[src/rtl/axi4lite_pkg.sv]
// Shared AXI4-Lite definitions: response codes, the write-responder state
// encoding and the byte-strobe merge helper used by the register bank.
package axi4lite_pkg;

   typedef logic [1:0] resp_t;

   localparam resp_t RESP_OKAY   = 2'b00;
   localparam resp_t RESP_SLVERR = 2'b10;

   typedef enum logic [2:0] {
      IDLE,
      WAIT_W,
      WAIT_AW,
      WRITE,
      RESP
   } state_t;

   // Widest supported data path; narrower callers zero-extend and truncate.
   localparam int MAX_DATA_WIDTH = 64;
   localparam int MAX_STRB_WIDTH = MAX_DATA_WIDTH / 8;

   // Replace each byte of oldWord whose strobe bit is set with the same byte of newWord.
   function automatic logic [MAX_DATA_WIDTH-1:0] mergeBytes(
      input logic [MAX_DATA_WIDTH-1:0] oldWord,
      input logic [MAX_DATA_WIDTH-1:0] newWord,
      input logic [MAX_STRB_WIDTH-1:0] strb
   );
      logic [MAX_DATA_WIDTH-1:0] result;
      result = oldWord;
      for (int i = 0; i < MAX_STRB_WIDTH; i++) begin
         if (strb[i]) begin
            result[8*i +: 8] = newWord[8*i +: 8];
         end
      end
      return result;
   endfunction

endpackage

[src/rtl/axi4lite_regfile.sv]
// Register bank for the AXI4-Lite write responder: NUM_REGS words of
// DATA_WIDTH bits, byte-strobed writes, synchronous reset, flat read-out.
module axi4lite_regfile
   import axi4lite_pkg::*;
#(
   parameter int DATA_WIDTH = 32,
   parameter int STRB_WIDTH = DATA_WIDTH / 8,
   parameter int NUM_REGS   = 4
) (
   input  logic                           clk,
   input  logic                           rst,
   input  logic                           we,
   input  logic [$clog2(NUM_REGS)-1:0]    index,
   input  logic [DATA_WIDTH-1:0]          data,
   input  logic [STRB_WIDTH-1:0]          strb,
   output logic [NUM_REGS*DATA_WIDTH-1:0] regs
);

   logic [DATA_WIDTH-1:0] r_bank [NUM_REGS];
   logic [DATA_WIDTH-1:0] w_merged;

   // New value of the addressed word: old bytes kept where the strobe is clear.
   always_comb begin
      w_merged = DATA_WIDTH'(mergeBytes(MAX_DATA_WIDTH'(r_bank[index]),
                                        MAX_DATA_WIDTH'(data),
                                        MAX_STRB_WIDTH'(strb)));
   end

   // Bank storage: cleared on reset, one word updated per write enable.
   always_ff @(posedge clk) begin
      if (rst) begin
         for (int k = 0; k < NUM_REGS; k++) begin
            r_bank[k] <= '0;
         end
      end else if (we) begin
         r_bank[index] <= w_merged;
      end
   end

   for (genvar k = 0; k < NUM_REGS; k++) begin : g_flat
      assign regs[k*DATA_WIDTH +: DATA_WIDTH] = r_bank[k];
   end

endmodule

[src/rtl/axi4lite_wr_slave.sv]
// AXI4-Lite write-only responder. Accepts AW and W in either order or
// together, commits one beat into axi4lite_regfile, returns one B response.
// Optional macro AXI4L_WR_SLAVE_ADDR_CHECK_EN: reject addresses below the
// base, misaligned, or beyond the bank with SLVERR and no register update.
module axi4lite_wr_slave
   import axi4lite_pkg::*;
#(
   parameter int                    ADDR_WIDTH = 32,
   parameter int                    DATA_WIDTH = 32,
   parameter int                    STRB_WIDTH = DATA_WIDTH / 8,
   parameter int                    NUM_REGS   = 4,
   parameter logic [ADDR_WIDTH-1:0] BASE_ADDR  = '0
) (
   input  logic                           clk,
   input  logic                           rst,
   input  logic [ADDR_WIDTH-1:0]          AWADDR,
   input  logic                           AWVALID,
   output logic                           AWREADY,
   input  logic [DATA_WIDTH-1:0]          WDATA,
   input  logic [STRB_WIDTH-1:0]          WSTRB,
   input  logic                           WVALID,
   output logic                           WREADY,
   output logic                           BVALID,
   input  logic                           BREADY,
   output logic [1:0]                     BRESP,
   output logic [NUM_REGS*DATA_WIDTH-1:0] regs,
   output logic                           wr_pulse,
   output logic [$clog2(NUM_REGS)-1:0]    wr_index
);

   localparam int ADDR_LSB = $clog2(STRB_WIDTH);
   localparam int IDX_W    = $clog2(NUM_REGS);

   state_t                r_state;
   state_t                w_nextState;
   logic [ADDR_WIDTH-1:0] r_awAddr;
   logic [DATA_WIDTH-1:0] r_wData;
   logic [STRB_WIDTH-1:0] r_wStrb;
   resp_t                 r_bResp;

   logic                  w_awHs;
   logic                  w_wHs;
   logic [ADDR_WIDTH-1:0] w_offset;
   logic [IDX_W-1:0]      w_index;
   logic                  w_addrOk;
   logic                  w_regWe;
   logic                  w_unused;

   assign w_awHs   = AWVALID && AWREADY;
   assign w_wHs    = WVALID && WREADY;
   assign w_offset = r_awAddr - BASE_ADDR;
   assign w_index  = w_offset[ADDR_LSB +: IDX_W];
   assign w_unused = ^w_offset;
   assign BRESP    = r_bResp;

`ifdef AXI4L_WR_SLAVE_ADDR_CHECK_EN
   logic [ADDR_WIDTH-1:0] w_wordIdx;
   assign w_wordIdx = w_offset >> ADDR_LSB;
   assign w_addrOk  = (r_awAddr >= BASE_ADDR)
                   && (r_awAddr[ADDR_LSB-1:0] == '0)
                   && (w_wordIdx < ADDR_WIDTH'(NUM_REGS));
`else
   assign w_addrOk = 1'b1;
`endif

   // State register.
   always_ff @(posedge clk) begin
      if (rst) begin
         r_state <= IDLE;
      end else begin
         r_state <= w_nextState;
      end
   end

   // Next-state: collect AW and W in any order, one write cycle, then hold the response.
   always_comb begin
      w_nextState = r_state;
      unique case (r_state)
         IDLE: begin
            if (w_awHs && w_wHs) begin
               w_nextState = WRITE;
            end else if (w_awHs) begin
               w_nextState = WAIT_W;
            end else if (w_wHs) begin
               w_nextState = WAIT_AW;
            end
         end
         WAIT_W: begin
            if (w_wHs) begin
               w_nextState = WRITE;
            end
         end
         WAIT_AW: begin
            if (w_awHs) begin
               w_nextState = WRITE;
            end
         end
         WRITE: begin
            w_nextState = RESP;
         end
         RESP: begin
            if (BREADY) begin
               w_nextState = IDLE;
            end
         end
         default: begin
            w_nextState = IDLE;
         end
      endcase
   end

   // Outputs decoded from state; readies are held low while reset is asserted.
   always_comb begin
      AWREADY  = 1'b0;
      WREADY   = 1'b0;
      BVALID   = 1'b0;
      wr_pulse = 1'b0;
      wr_index = '0;
      w_regWe  = 1'b0;
      unique case (r_state)
         IDLE: begin
            AWREADY = !rst;
            WREADY  = !rst;
         end
         WAIT_W: begin
            WREADY = !rst;
         end
         WAIT_AW: begin
            AWREADY = !rst;
         end
         WRITE: begin
            w_regWe  = w_addrOk;
            wr_pulse = w_addrOk;
            wr_index = w_addrOk ? w_index : '0;
         end
         RESP: begin
            BVALID = 1'b1;
         end
         default: begin
            AWREADY = 1'b0;
         end
      endcase
   end

   // Capture address and data on their handshakes; settle the response during WRITE.
   always_ff @(posedge clk) begin
      if (rst) begin
         r_awAddr <= '0;
         r_wData  <= '0;
         r_wStrb  <= '0;
         r_bResp  <= RESP_OKAY;
      end else begin
         if (w_awHs) begin
            r_awAddr <= AWADDR;
         end
         if (w_wHs) begin
            r_wData <= WDATA;
            r_wStrb <= WSTRB;
         end
         if (r_state == WRITE) begin
            r_bResp <= w_addrOk ? RESP_OKAY : RESP_SLVERR;
         end
      end
   end

   axi4lite_regfile #(
      .DATA_WIDTH (DATA_WIDTH),
      .STRB_WIDTH (STRB_WIDTH),
      .NUM_REGS   (NUM_REGS)
   ) u_regfile (
      .clk   (clk),
      .rst   (rst),
      .we    (w_regWe),
      .index (w_index),
      .data  (r_wData),
      .strb  (r_wStrb),
      .regs  (regs)
   );

endmodule

[config.mk]
export PLATFORM = sky130hd
export DESIGN_NAME = axi4lite_wr_slave
export DESIGN_NICKNAME = d
export VERILOG_FILES = /design/src/rtl/axi4lite_pkg.sv /design/src/rtl/axi4lite_regfile.sv /design/src/rtl/axi4lite_wr_slave.sv
export SDC_FILE = /design/constraint.sdc
export NUM_CORES = 1
export LEC_CHECK = 0
export CAP_MARGIN = 40
export CORE_MARGIN = 2
export CORE_UTILIZATION = 25
export CTS_CLUSTER_SIZE = 16
export DETAILED_ROUTE_END_ITERATION = 8
export GPL_ROUTABILITY_DRIVEN = 0
export PLACE_DENSITY_LB_ADDON = 0.08
export REMOVE_ABC_BUFFERS = 1
export SLEW_MARGIN = 20
export SYNTH_ARGS = -nofsm -noshare
export SYNTH_HDL_FRONTEND = slang
export SYNTH_SLANG_ARGS = --single-unit
[constraint.sdc]
create_clock -name clk -period 5.6 [get_ports clk]
set_clock_uncertainty 0.15 [all_clocks]
set_input_delay 1.4 -clock clk [delete_from_list [all_inputs] [get_ports clk]]
set_output_delay 1.4 -clock clk [all_outputs]
set_load 0.02 [all_outputs]
==> impl_results.md <==
* Status: finished, final reports clean
* Final setup violation count at 0
* Clock Power Share at 0.394
* Final hold violations at 0
* Mux cell area share after synthesis at 0.004527
* RSZ-0062 raised after global routing: no
* Net count, final at 784
* Power Internal at 2.125 mW
* H-tree levels at 4
* Syn avg cell area at 12.19 um^2
* Most frequent cells in the layout: clkdlybuf4s50_1, edfxtp_1, nor2_1, nand2_1, and2_1
* Setup TNS at 0 ns
* Post-synthesis compound-gate area fraction at 0.04998
* Mapped Area at 6634 um^2
* Design Area, Final at 9301 um^2
* Seq/Total Area, Yosys at 0.7031
* DR iter-0 viols at 315
* Hold depth at 2
* DR pass1 iterations at 4
* Critical path startpoint category: input pin
* CP max FO at 18
* Post-DRT Antenna Nets at 0
* Initial antenna violation count at 0
* CTS root buf: clkbuf_16
* Num rows at 59
* Synth Area in XOR/XNOR at 0
* DR DRC count at 0
* Die H at 166.9 um
* Setup CP Type: in -> out
* Sw power at 751.6 uW
* Setup Buffers After CTS at 0
* Clock-pin slew of the registers on the worst-case setup and hold paths at 0.08 ns
* CTS tree: done
* Crit share post-route at 0.7185
* Relative slew margins at 0.5071
* Crit. End Element: primary output
* Buffers on Ports at 176
* Main combinational cell family by area after synthesis: simple AND/OR/NAND/NOR gates
* Worst path arrival time at 2.47 ns
* Remaining global-route overflow at 0
* Area Overhead vs Synth at 40.21%
* Simple-gate portion of the synthesized area at 0.2095
* Inserted Diodes at 0
* Max-cap viol count at 0
* Layout cells sized above 1 at 0.07044
* Clock buffer depth at 2
* F_max at 248.5 MHz
* Inst Count DP at 1024
* Final Max Slew Viols at 0
* Tmin final at 4.024 ns
* Post-CTS Resized at 0
* Most common cell after layout, fill and taps aside: clkdlybuf4s50_1
* CP Cell Sequence: buf_2, nor3_1, clkdlybuf4s50_1
* Routed WL at 18.63 mm
* Peak supply drop at 0.0001708 V
* Post-synthesis register bit count at 169
* Pwr Density at 309.2 nW/um^2
* Largest stage delay on the critical path at 0.65 ns
* Reg2Reg Depth at 6
* Routed wire per std cell at 17.60 um
* Area share of fa/ha/maj cells after synthesis at 0
* Post-CTS Hold Buffers at 0
* Vias per inst at 4.193
* Syn. warnings at 0
* Detailed Place HPWL at 12.59 mm
* Non-Filler Instances at 1059
* CTS sink count at 169
* Initial Util at 0.2546
* Sequential fraction of design power at 0.505
* Placed Area at 8686 um^2
* CORE AREA at 26060 um^2
* Vias in the first global route at 4642
* Pleak at 3.284 nW
* Worst-skew pair later-pin latency at 0.42 ns
* Logic pwr share at 0.101
* Synth unique cells at 32
* Clock buffer count from CTS at 17
* First-pass GRT wire length at 28.12 mm
* Die area at 27850 um^2
* Post-Syn Instances at 544
* Largest net degree at the start of global routing at 49
* Min-delay worst type: reg -> reg
* Routed via count at 4440
* I/O Pins at 209
* Die width at 166.9 um
* Worst Tran Pin Value at 0.7386 ns
* GRT Overall Usage at 0.1351
* Sw Ratio at 0.2613
* Required @ worst endpoint at 4.05 ns
* Max stage delay cell, worst path: clkdlybuf4s50_1
[metrics by stage]
stage          hold WS, ns  utilization  worst slack (ns)  power, mW
6_report            0.3534       0.3569             1.576      2.876
5_1_grt             0.3768       0.3569             1.497      2.995
4_1_cts             0.3585       0.3547             1.552      2.916
3_5_place_dp        0.3446       0.3333             1.369      1.774
3_3_place_gp        0.3378       0.3313             1.421      1.768
2_1_floorplan       0.3120            -             1.977      1.602
[routing by layer]
| layer | up-vias | global-route usage | share of wire | wire length (um) |
|---|---|---|---|---|
| met5 | - | 0 | 0 | 0 |
| met4 | 0 | 0.02811 | 0.0067 | 124 |
| met3 | 7 | 0.04349 | 0.063 | 1170 |
| met2 | 128 | 0.2245 | 0.48 | 8858 |
| met1 | 2134 | 0.1727 | 0.46 | 8481 |
| li1 | 2171 | - | - | - |
[worst max-delay path: cells and delay by family]
kind	cells	cell delay [ns]
buf+inv	2	0.87
simple gates	1	0.20
[state kept, by name (all words and copies together) (netlist names)]
name,cells
u_regfile.r_bank,128
r_state,3
r_wStrb,4
r_wData,32
r_awAddr,2
[final cells by class]
cell class / count / area [um^2]
clock inverter: 15 / 131.4
timing repair buffer: 187 / 1896
tap: 335 / 419.2
clock buffer: 17 / 425.4
sequential: 169 / 4664
multi-input combinational: 336 / 1765
fill: 2560 / 16760
[synth_stat cells (all sizes together)]
cell type	instances	area, um^2
edfxtp	128	3844
nor2	72	270.3
nand2	70	262.8
and2	68	425.4
dfxtp	41	820.8
o21ai	39	195.2
nand2b	37	231.5
buf	24	148.9
clkbuf	16	65.06
a21o	12	90.09
a21oi	6	30.03
and4b	4	40.04
nor2b	4	25.02
or2	4	25.02
mux2i	3	30.03
nor3	3	15.01
nor4	3	33.78
and3b	2	21.27
a211o	1	8.760
a21boi	1	7.510
conb	1	3.750
nand3	1	5.000
nand3b	1	11.26
nor3b	1	7.510
or3	1	6.260
or4b	1	10.01
[path summary, 6_finish.rpt]
| check | from | endpoint | slack [ns] |
|---|---|---|---|
| min | r_wData[8] | r_wData[8] | 0.35 |
| min reg2reg | r_wData[8] | r_wData[8] | 0.35 |
| max reg2reg | r_state[1] | u_regfile.r_bank[2][28] | 2.82 |
| max | rst | WREADY | 1.58 |
[power groups by stage]
stage	clock [mW]	combinational (mW)	sequential (mW)
4_1_cts	1.17	0.295	1.45
3_3_place_gp	0	0.288	1.48
3_5_place_dp	0	0.294	1.48
6_report	1.13	0.291	1.45
5_1_grt	1.22	0.316	1.46
2_1_floorplan	0	0.0884	1.51
[logic make-up after synthesis]
family                 count (synthesis)
AO/OA/AOI/OAI                         59
other                                  1
flip-flops                           169
multiplexers                           3
buffers and inverters                 40
AND/OR/NAND/NOR                      272
Note: power is estimated with default switching activity, not from simulation.
==> RTL edit: new RTL, config.mk and constraints unchanged <==
`NUM_REGS` is set to 4 in 2 places; all go to 8.
--- a/src/rtl/axi4lite_regfile.sv
+++ b/src/rtl/axi4lite_regfile.sv
@@ -5,7 +5,7 @@
 #(
    parameter int DATA_WIDTH = 32,
    parameter int STRB_WIDTH = DATA_WIDTH / 8,
-   parameter int NUM_REGS   = 4
+   parameter int NUM_REGS   = 8
 ) (
    input  logic                           clk,
    input  logic                           rst,
--- a/src/rtl/axi4lite_wr_slave.sv
+++ b/src/rtl/axi4lite_wr_slave.sv
@@ -8,7 +8,7 @@
    parameter int                    ADDR_WIDTH = 32,
    parameter int                    DATA_WIDTH = 32,
    parameter int                    STRB_WIDTH = DATA_WIDTH / 8,
-   parameter int                    NUM_REGS   = 4,
+   parameter int                    NUM_REGS   = 8,
    parameter logic [ADDR_WIDTH-1:0] BASE_ADDR  = '0
 ) (
    input  logic                           clk,
Ports: changed (resized regs and wr_index); port bits go from 209 to 338. No check against the original RTL was run, so the function may have changed too.
==> RTL edit against the unedited design <==
  * Count of clock-buffer cells in the layout up 36
  * Sequential share of layout area grew 1.3 points
  * Area after synthesis rose by 76%
  * Via count up 61%
  * Cell area is 78% higher
  * Total power rose by 83%
  * Routed wire length up 91%
  * Die area up 74%
  * Sequential cell count up 129
  * Setup slack gained 100 ps
  * Highest routed layer unchanged
==> RTL edit: results (changes against the unedited design) <==
Max FO, Critical Path 3 (was 18); Detail Placement HPWL 24.6 mm (was 12.6 mm); share of cells above drive strength 1 9.95% (was 7.04%); met1 usage 17.5% (was 17.3%); GR met3 Demand/Resource 4.54% (was 4.35%); reg-to-reg slack, setup 3240 ps (was 2820 ps); net switching power 1.27 mW (was 0.752 mW); FILL cells 4509 (was 2560); per-cell routed wire length 20.2 um (was 17.6 um); CP arrival 2370 ps (was 2470 ps); GR Util met2 24.3% (was 22.5%); Netlist cell types 30 (was 32); post-synthesis sequential area ratio 72.9% (was 70.3%); ranking of synthesized cells by area edfxtp_1, and2_1, dfxtp_1 (was edfxtp_1, dfxtp_1, and2_1); fin crit share 70.0% (was 71.9%); dpl ws 1650 ps (was 1370 ps); Synth Warn # 0 (unchanged); clock buffer depth 3 (was 2); detailed-router iteration count before antenna repair 4 (unchanged); first-pass GRT wire length 49.8 mm (was 28.1 mm); Worst Hold Class register to register (unchanged); vias per cell 4.04 (was 4.19); total CTS buffers 35 (was 17); clk_lat worst skew 530 ps (was 420 ps); Area after DPL 15500 um^2 (was 8690 um^2); GRT overflow 0 (unchanged); end of the critical path WREADY (unchanged); Peak VDD IR 0.172 mV (was 0.171 mV); Largest stage delay, worst path 650 ps (about the same); placed cells 1701 (was 1024); Layout Cells excl Fill 1764 (was 1059); reg2reg end u_regfile.r_bank[6][18] (was u_regfile.r_bank[2][28]); worst slew pin tran 817 ps (was 739 ps); slowest cell on the critical path clkdlybuf4s50_1 (unchanged); outcome finished, final reports clean (unchanged); r2r worst-path depth 3 (was 6); # port buffers 306 (was 176); Clock transition at path regs 50 ps (was 80 ps); vias in the first global route 7293 (was 4642); Post-synth EDFFs 256 (was 128); post-layout net count 1204 (was 784); Post-CTS Setup Bufs 0 (unchanged); reg-to-reg critical path startpoint r_awAddr[4] (was r_state[1]); largest net degree at the start of global routing 59 (was 49); Leakage 5.88 nW (was 3.28 nW); Total GRT Usage 14.5% (was 13.5%); Initial DRC Count 282 (was 315); Post-synth ARST share 0% (unchanged); Root Buffer clkbuf_16 (unchanged); initial antenna violation count 1 (was 0); predominant post-synthesis flop cell edfxtp_1 (unchanged); CTS H-Tree Depth 2 (was 4); Gate Count Post-Synth 805 (was 544); top flop regs u_regfile.r_bank (256), r_wData (32), r_wStrb (4) (was u_regfile.r_bank (128), r_wData (32), r_wStrb (4)); Synth top cells by count and2_1, edfxtp_1, dfxtp_1, nand2_1, nand2b_1 (was edfxtp_1, nor2_1, nand2_1, and2_1, dfxtp_1)
[RTL edit: changes by cell type after synthesis, sizes merged, moves of 12 or more]
cell	before	now
a21o	12	0
and2	68	260
buf	24	12
edfxtp	128	256
nand2	70	45
nor2	72	39
or2	4	32
[RTL edit: final cells by class]
type,instances,area [um^2],area share [%]
Antenna cell,1,2.50,0.0151
Timing Repair Buffer,312,3150,19.0
Tap cell,607,759,4.58
Multi-Input combinational cell,484,3060,18.4
Clock buffer,53,1020,6.13
Sequential cell,298,8530,51.4
Clock inverter,9,67.6,0.407
[RTL edit: worst max-delay path, delay by kind of cell]
kind	cells	cell delay, ps
AND/OR/NAND/NOR	1	180
buffers and inverters	2	780
[RTL edit: per-layer routing]
metal | routed length, um | vias to the layer above
li1 | - | 3435
met1 | 14800 | 3450
met5 | 0 | -
met3 | 2520 | 50
met2 | 17400 | 196
met4 | 831 | 0
[RTL edit: power groups by stage]
stage               Sequential (mW)  Combinational (mW)  Clock [mW]
finish                         2.63               0.444        2.19
global route                   2.64               0.476        2.33
CTS                            2.64               0.455        2.26
detailed placement             2.68               0.453           0
global placement               2.68               0.447           0
floorplan                      2.69               0.124           0
[RTL edit: logic make-up after synthesis]
logic type,Yosys count,synth area share [%]
and+or+nand+nor,438,24.1
DFF,298,72.9
other,1,0.0321
buffers and inverters,24,1.01
xor gates and xnor gates,1,0.0749
AOI/OAI and AO/OA,43,1.95
[RTL edit: through the flow]
step | util (%) | hold slack, ps | total power [mW]
after global placement | 33.3 | 346 | 3.13
after floorplan | - | 333 | 2.82
after detailed placement | 33.4 | 347 | 3.13
after CTS | 35.8 | 360 | 5.35
final | 35.8 | 356 | 5.26
after global routing | 35.8 | 392 | 5.45
[RTL edit: how the worst min path moves through the flow]
stage                           from    endpoint  slack [ps]  cells past startpoint
after floorplan           r_wStrb[0]  r_wStrb[0]         330                      2
after global placement    r_wStrb[3]  r_wStrb[3]         350                      2
after detailed placement  r_wStrb[2]  r_wStrb[2]         350                      2
after CTS                 r_wStrb[0]  r_wStrb[0]         360                      2
after global routing      r_wStrb[0]  r_wStrb[0]         390                      2
final                     r_wStrb[0]  r_wStrb[0]         360                      2
